## config.mk

```make
export PLATFORM = sky130hd
export DESIGN_NAME = lsu_byte_sequencer_flat
export DESIGN_NICKNAME = d
export VERILOG_FILES = /design/src/rtl/lsu_byte_sequencer_if.sv /design/src/rtl/lsu_byte_sequencer.sv /design/src/flat_wrapper.sv
export SDC_FILE = /design/constraint.sdc
export NUM_CORES = 1
export LEC_CHECK = 0
export ABC_AREA = 1
export CAP_MARGIN = 10
export CORE_MARGIN = 5
export CORE_UTILIZATION = 40
export DETAILED_ROUTE_END_ITERATION = 12
export GPL_ROUTABILITY_DRIVEN = 0
export GPL_TIMING_DRIVEN = 0
export SYNTH_ARGS = -nofsm -noshare
export SYNTH_HDL_FRONTEND = slang
export SYNTH_SLANG_ARGS = --single-unit
```

## constraint.sdc

```tcl
create_clock -name clk_i -period 3.2 [get_ports clk_i]
set_input_delay 0.96 -clock clk_i [delete_from_list [all_inputs] [get_ports clk_i]]
set_output_delay 0.96 -clock clk_i [all_outputs]
set_load 0.005 [all_outputs]
```

## src/rtl/lsu_byte_sequencer_if.sv

```systemverilog
// Request/response port between the core's MEM stage and lsu_byte_sequencer.
// The master modport is the core side; the slave modport is the sequencer side.
interface lsu_byte_sequencer_if;
  // Handshake: a request transfers on the rising edge where req_valid_i && req_ready_o.
  // The requester holds every req_* field stable until that edge. rsp_valid_o is a
  // one-cycle pulse with no back-pressure. rsp_rdata_o and rsp_err_o qualify it.
  logic        req_valid_i;
  logic        req_ready_o;
  logic        req_we_i;
  logic [1:0]  req_size_i;
  logic        req_unsigned_i;
  logic [31:0] req_addr_i;
  logic [31:0] req_wdata_i;
  logic        rsp_valid_o;
  logic [31:0] rsp_rdata_o;
  logic        rsp_err_o;

  modport master (
    output req_valid_i,
    output req_we_i,
    output req_size_i,
    output req_unsigned_i,
    output req_addr_i,
    output req_wdata_i,
    input  req_ready_o,
    input  rsp_valid_o,
    input  rsp_rdata_o,
    input  rsp_err_o
  );

  modport slave (
    input  req_valid_i,
    input  req_we_i,
    input  req_size_i,
    input  req_unsigned_i,
    input  req_addr_i,
    input  req_wdata_i,
    output req_ready_o,
    output rsp_valid_o,
    output rsp_rdata_o,
    output rsp_err_o
  );
endinterface

```

## src/rtl/lsu_byte_sequencer.sv

```systemverilog
// Byte-serial load/store sequencer between the MEM stage and a byte-wide RAM.
// Optional misalignment trap: define LSU_MISALIGN_CHECK_EN.
module lsu_byte_sequencer #(
  parameter int ADDR_W = 14
) (
  input  logic              clk_i,
  input  logic              rst_ni,
  lsu_byte_sequencer_if.slave bus,
  output logic              ram_wren_o,
  output logic [ADDR_W-1:0] ram_addr_o,
  output logic [7:0]        ram_wdata_o,
  input  logic [7:0]        ram_rdata_i,
  output logic [1:0]        dbg_state_o
);

  typedef enum logic [1:0] {
    ST_IDLE   = 2'd0,
    ST_ACCESS = 2'd1,
    ST_RESP   = 2'd2
  } state_e;

  state_e            state_q;
  logic              we_q;
  logic              uns_q;
  logic [1:0]        idx_q;
  logic [1:0]        last_q;
  logic [ADDR_W-1:0] base_q;
  logic [31:0]       wdata_q;
  logic [31:0]       asm_q;

  logic              ready_q;
  logic              rsp_valid_q;
  logic [31:0]       rdata_q;
  logic              wren_q;
  logic [ADDR_W-1:0] addr_q;
  logic [7:0]        wbyte_q;

  logic [1:0]        idx_inc;
  logic [1:0]        req_last;
  logic [31:0]       asm_next;
  logic [31:0]       load_ext;
  logic              trap;

  // Only the low ADDR_W address bits reach the RAM.
  logic unused_addr_hi;
  assign unused_addr_hi = ^bus.req_addr_i[31:ADDR_W];

`ifdef LSU_MISALIGN_CHECK_EN
  logic err_q;
  assign trap = (bus.req_size_i == 2'b01 && bus.req_addr_i[0]) ||
                (bus.req_size_i[1] && bus.req_addr_i[1:0] != 2'b00);
  assign bus.rsp_err_o = err_q;
`else
  assign trap = 1'b0;
  assign bus.rsp_err_o = 1'b0;
`endif

  always_comb begin
    idx_inc = idx_q + 2'd1;
    case (bus.req_size_i)
      2'b00:   req_last = 2'd0;
      2'b01:   req_last = 2'd1;
      default: req_last = 2'd3;
    endcase
    // Byte arriving this cycle merged in, so the final lane needs no extra cycle.
    asm_next = asm_q;
    asm_next[{idx_q, 3'b000} +: 8] = ram_rdata_i;
    case (last_q)
      2'd0:    load_ext = uns_q ? {24'd0, asm_next[7:0]}
                                : {{24{asm_next[7]}}, asm_next[7:0]};
      2'd1:    load_ext = uns_q ? {16'd0, asm_next[15:0]}
                                : {{16{asm_next[15]}}, asm_next[15:0]};
      default: load_ext = asm_next;
    endcase
  end

  always_ff @(posedge clk_i or negedge rst_ni) begin
    if (!rst_ni) begin
      state_q     <= ST_IDLE;
      we_q        <= 1'b0;
      uns_q       <= 1'b0;
      idx_q       <= 2'd0;
      last_q      <= 2'd0;
      base_q      <= '0;
      wdata_q     <= 32'd0;
      asm_q       <= 32'd0;
      ready_q     <= 1'b1;
      rsp_valid_q <= 1'b0;
      rdata_q     <= 32'd0;
      wren_q      <= 1'b0;
      addr_q      <= '0;
      wbyte_q     <= 8'd0;
`ifdef LSU_MISALIGN_CHECK_EN
      err_q       <= 1'b0;
`endif
    end else begin
      unique case (state_q)
        ST_IDLE: begin
          if (bus.req_valid_i) begin
            we_q    <= bus.req_we_i;
            uns_q   <= bus.req_unsigned_i;
            base_q  <= bus.req_addr_i[ADDR_W-1:0];
            wdata_q <= bus.req_wdata_i;
            idx_q   <= 2'd0;
            last_q  <= req_last;
            asm_q   <= 32'd0;
            ready_q <= 1'b0;
`ifdef LSU_MISALIGN_CHECK_EN
            err_q   <= trap;
`endif
            if (trap) begin
              // Misaligned: respond with an error without touching the RAM.
              state_q     <= ST_RESP;
              rsp_valid_q <= 1'b1;
              rdata_q     <= 32'd0;
            end else begin
              state_q <= ST_ACCESS;
              wren_q  <= bus.req_we_i;
              addr_q  <= bus.req_addr_i[ADDR_W-1:0];
              wbyte_q <= bus.req_we_i ? bus.req_wdata_i[7:0] : 8'd0;
            end
          end
        end
        ST_ACCESS: begin
          if (!we_q) asm_q <= asm_next;
          if (idx_q == last_q) begin
            state_q     <= ST_RESP;
            rsp_valid_q <= 1'b1;
            rdata_q     <= we_q ? 32'd0 : load_ext;
            wren_q      <= 1'b0;
            addr_q      <= '0;
            wbyte_q     <= 8'd0;
          end else begin
            // Address arithmetic wraps modulo the RAM depth.
            idx_q   <= idx_inc;
            addr_q  <= base_q + ADDR_W'(idx_inc);
            wbyte_q <= we_q ? wdata_q[{idx_inc, 3'b000} +: 8] : 8'd0;
          end
        end
        ST_RESP: begin
          state_q     <= ST_IDLE;
          rsp_valid_q <= 1'b0;
          ready_q     <= 1'b1;
`ifdef LSU_MISALIGN_CHECK_EN
          err_q       <= 1'b0;
`endif
        end
        default: state_q <= ST_IDLE;
      endcase
    end
  end

  assign bus.req_ready_o = ready_q;
  assign bus.rsp_valid_o = rsp_valid_q;
  assign bus.rsp_rdata_o = rdata_q;
  assign ram_wren_o      = wren_q;
  assign ram_addr_o      = addr_q;
  assign ram_wdata_o     = wbyte_q;
  assign dbg_state_o     = state_q;

endmodule

```

## src/flat_wrapper.sv

```systemverilog
// flat-port wrapper written by rule: the top's interface ports become plain ports
module lsu_byte_sequencer_flat 
#(
  parameter int ADDR_W = 14
)
  (clk_i, rst_ni, ram_wren_o, ram_addr_o, ram_wdata_o, ram_rdata_i, dbg_state_o, bus_req_valid_i, bus_req_we_i, bus_req_size_i, bus_req_unsigned_i, bus_req_addr_i, bus_req_wdata_i, bus_req_ready_o, bus_rsp_valid_o, bus_rsp_rdata_o, bus_rsp_err_o);
  lsu_byte_sequencer_if bus_i ();
  input  logic clk_i;
  input  logic rst_ni;
  output logic ram_wren_o;
  output logic [ADDR_W-1:0] ram_addr_o;
  output logic [7:0] ram_wdata_o;
  input  logic [7:0] ram_rdata_i;
  output logic [1:0] dbg_state_o;
  input wire logic [$bits(bus_i.req_valid_i)-1:0] bus_req_valid_i;
  input wire logic [$bits(bus_i.req_we_i)-1:0] bus_req_we_i;
  input wire logic [$bits(bus_i.req_size_i)-1:0] bus_req_size_i;
  input wire logic [$bits(bus_i.req_unsigned_i)-1:0] bus_req_unsigned_i;
  input wire logic [$bits(bus_i.req_addr_i)-1:0] bus_req_addr_i;
  input wire logic [$bits(bus_i.req_wdata_i)-1:0] bus_req_wdata_i;
  output wire logic [$bits(bus_i.req_ready_o)-1:0] bus_req_ready_o;
  output wire logic [$bits(bus_i.rsp_valid_o)-1:0] bus_rsp_valid_o;
  output wire logic [$bits(bus_i.rsp_rdata_o)-1:0] bus_rsp_rdata_o;
  output wire logic [$bits(bus_i.rsp_err_o)-1:0] bus_rsp_err_o;
  assign bus_i.req_valid_i = bus_req_valid_i;
  assign bus_i.req_we_i = bus_req_we_i;
  assign bus_i.req_size_i = bus_req_size_i;
  assign bus_i.req_unsigned_i = bus_req_unsigned_i;
  assign bus_i.req_addr_i = bus_req_addr_i;
  assign bus_i.req_wdata_i = bus_req_wdata_i;
  assign bus_req_ready_o = bus_i.req_ready_o;
  assign bus_rsp_valid_o = bus_i.rsp_valid_o;
  assign bus_rsp_rdata_o = bus_i.rsp_rdata_o;
  assign bus_rsp_err_o = bus_i.rsp_err_o;
  lsu_byte_sequencer #(.ADDR_W(ADDR_W)) u_core (.clk_i(clk_i), .rst_ni(rst_ni), .bus(bus_i), .ram_wren_o(ram_wren_o), .ram_addr_o(ram_addr_o), .ram_wdata_o(ram_wdata_o), .ram_rdata_i(ram_rdata_i), .dbg_state_o(dbg_state_o));
endmodule
```

==> out/metrics.cfg <==
[floorplanning]
dieArea_um2 = 20000
io_pins = 139
coreArea_um2 = 17100
placement_rows = 48
initial_core_util_pct = 40.3
die_y_um = 141
dieWidth_um = 141

[sta]
setup_ws_ns = 0.352
max_clock_freq_mhz = 351
setup-tns-final_ns = 0
slew_viol_final = 0
timing.final.setup_violations = 0
layout_min_cycle_time_ns = 2.85
final.hold.worst_slack_ns = 0.468
timing.slew.headroom_pct = 61.3
report.final.hold_viol_count = 0
post-route-period-util_pct = 89.0
rsz0062_at_grt = false
finalClockSkew_ns = 0.00819
tightest_slew_ns = 0.581

[synthesis]
biggest_area_consumer_among_synthesized_cells = dfrtp_1
post_synth_num_cell_types = 31
synth_nets = 971
synth_seq_cells = 143
mappedNetlistArea_um2 = 6900
synth_largest_type_area_fraction_pct = 51.5
synth.top_cells.by_area = dfrtp_1, nand2_1, o21ai_0
yosysSeqAreaShare_pct = 51.9
synthCells = 884
synth.yosys.warnings = 0
synthesis.area_per_instance_um2 = 7.81

[clock_network]
numCtsBuffers = 17
clock_tree.root_cell = clkbuf_16
clock_pin_slew_of_the_registers_on_the_worst_case_setup_and_hold_paths_ns = 0.06
cts_setup_buffers = 0
cts-hold-fix-buffers = 0
clkSinkCount = 143
clkLatencyLatePin_ns = 0.42
tritoncts_clock_tree = yes
max_root_sink_buffers = 2
cts_htree_levels = 4

[worst_setup_path]
worstPathArrival_ns = 3.16
worst_r2r_path_depth = 13
endpoint_kind = flip-flop
timing.critical_path.required_ns = 3.51
setup.worst_path.class = flip-flop to flip-flop
worst_setup_path_startpoint = u_core.idx_q[0]
crit-reg2reg-capture = u_core.ram_addr_o[8]
critical_path_peak_fanout = 19
startpoint_type = flip-flop
rr_startpoint = u_core.idx_q[0]
ff_to_ff_setup_slack_ns = 0.35

[final_layout]
register_area_um2 = 3580
multi_input_comb_area_um2 = 2710
area_growth_syn_to_layout_pct = 30.1
final.fill_count = 1668
n_antenna_cell = 0
final_layout_size_suffix_gt1_share_pct = 6.57
layout.nets = 1109

[drt]
antenna_left = 0
remaining_drc_errors = 0
initialDrtViolationCount = 500
drt_first_pass_iters = 6
drt-vias-per-instance = 4.94
vias = 6220
detail_route.wl_per_cell_um = 15.5
totalWireLength_um = 19500

[grt]
grt_antenna_before_repair = 0
vias_in_the_first_global_route = 6205
first_pass_grt_wire_length_um = 32100
groute.usage.overall_pct = 20.3
grt_start_max_net_pins = 98
grt-ovfl-total = 0

[placement]
place_hpwl_um = 14200
place_worst_setup_slack_ns = -0.411
port-buffer-count = 119

[status]
outcome = finished, final reports clean

[power_and_ir_drop]
worst_ir_drop_vdd_mv = 0.587
p_leak_nw = 4.29
powerDensity_nw_per_um2 = 985

[run]
drv.max_cap_violation_count = 0

[hold_path]
hold_path_class = input pin to async pin

-- how the worst max path moves through the flow --
stage	endpoint	slack [ns]	cells after the start
5_1_grt	u_core.ram_addr_o[8]	0.12	13
6_report	u_core.ram_addr_o[8]	0.35	13
3_3_place_gp	u_core.wdata_q[28]	-4.77	1
2_1_floorplan	u_core.ram_addr_o[12]	0.52	14
4_1_cts	u_core.ram_addr_o[8]	0.03	13
3_5_place_dp	u_core.ram_addr_o[12]	-0.41	14
-- worst max-delay path, cell delays in order, from the launching register on --
cell,delay (ns)
dfrtp_2,0.47
inv_4,0.14
ha_2,0.42
buf_4,0.22
inv_1,0.11
fa_1,0.44
inv_1,0.07
nand3_1,0.11
nor2_2,0.21
nand2_1,0.15
nor2_1,0.20
nor2_1,0.06
nand2_1,0.08
a21oi_1,0.06
-- final cells by class --
| type | instances | area share [%] |
|---|---|---|
| sequential | 143 | 39.9 |
| multi-input combinational | 590 | 30.2 |
| inverter | 111 | 4.67 |
| timing repair buffer | 120 | 13.6 |
| buffer | 39 | 2.21 |
| tap | 225 | 3.13 |
| clock inverter | 6 | 0.919 |
| clock buffer | 26 | 5.45 |
-- per-stage QoR --
| stage | std cells | power, mW | utilization [%] | area (µm²) |
|---|---|---|---|---|
| floorplan | 884 | 5.27 | - | 6900 |
| global placement | 1228 | 6.89 | 48.9 | 8370 |
| detailed placement | 1229 | 6.93 | 49.1 | 8400 |
| CTS | 1260 | 8.91 | 52.4 | 8970 |
| global route | 1260 | 9.56 | 52.5 | 8980 |
| finish | 1260 | 8.85 | 52.5 | 8980 |
-- cell usage in the layout (no fill, tap or decap), drive strengths merged, types with 4 or more instances in the layout --
| cell | count |
|---|---|
| ha | 7 |
| o211ai | 4 |
| buf | 27 |
| nand3 | 37 |
| dfrtp | 142 |
| o21ai | 105 |
| nor2 | 70 |
| o22ai | 27 |
| a31oi | 10 |
| nand2 | 285 |
| a22oi | 9 |
| clkbuf | 40 |
| clkinv | 6 |
| a21oi | 27 |
| inv | 108 |
| clkdlybuf4s50 | 118 |
-- per-layer routing --
metal / global-route usage [%] / up-vias / share of wire [%] / wire, µm
met1: 27.5 / 2898 / 46 / 8960
met5: 0 / - / 0 / 0
met4: 6.22 / 0 / 1.6 / 305
li1: - / 3099 / - / -
met3: 4.42 / 25 / 6.3 / 1220
met2: 32.8 / 198 / 46 / 9040
-- report_power, final --
group	internal [mW]	switching, mW
Clock	1.21	0.741
Sequential	2.53	0.411
Combinational	1.57	2.40
Total	5.30	3.55
-- cells in the mapped netlist, drive strengths merged --
| cell | number |
|---|---|
| a21oi | 27 |
| a22oi | 9 |
| a31oi | 10 |
| buf | 25 |
| clkbuf | 15 |
| clkinv | 3 |
| conb | 1 |
| dfrtp | 142 |
| dfstp | 1 |
| fa | 1 |
| ha | 7 |
| inv | 108 |
| nand2 | 285 |
| nand3 | 37 |
| nand3b | 1 |
| nand4 | 1 |
| nor2 | 70 |
| nor3 | 1 |
| o211ai | 4 |
| o21ai | 105 |
| o22ai | 27 |
| or2 | 1 |
| xnor2 | 3 |
-- repair_timing --
action / CTS / global route
gates resized for setup: 1 / 5
endpoints found under the setup margin: 5 / 3
pin swaps: 0 / 0
endpoints found under the hold margin: 0 / 0
-- sequential cells by signal (all words and copies together) (netlist names) --
register / count
u_core.uns_q: 1
u_core.base_q: 14
u_core.idx_q: 2
u_core.asm_q: 32
u_core.ram_addr_o: 14
u_core.dbg_state_o: 2
u_core.bus.req_ready_o: 1
u_core.last_q: 2
u_core.ram_wdata_o: 8
u_core.wdata_q: 32
u_core.ram_wren_o: 1
u_core.we_q: 1
u_core.bus.rsp_valid_o: 1
u_core.bus.rsp_rdata_o: 32
-- logic make-up (layout without fill, tap and decap cells) --
kind of cell	after synthesis	in the layout	synth area share (%)
buffers and inverters	151	302	8.94
and+or+nand+nor	396	396	22.9
adders and majority gates	8	8	1.56
xor gates and xnor gates	3	3	0.381
AOI/OAI and AO/OA	182	182	14.3
other	1	1	0.0543
DFF	143	143	51.9
Power figures use the tool's default switching activity.
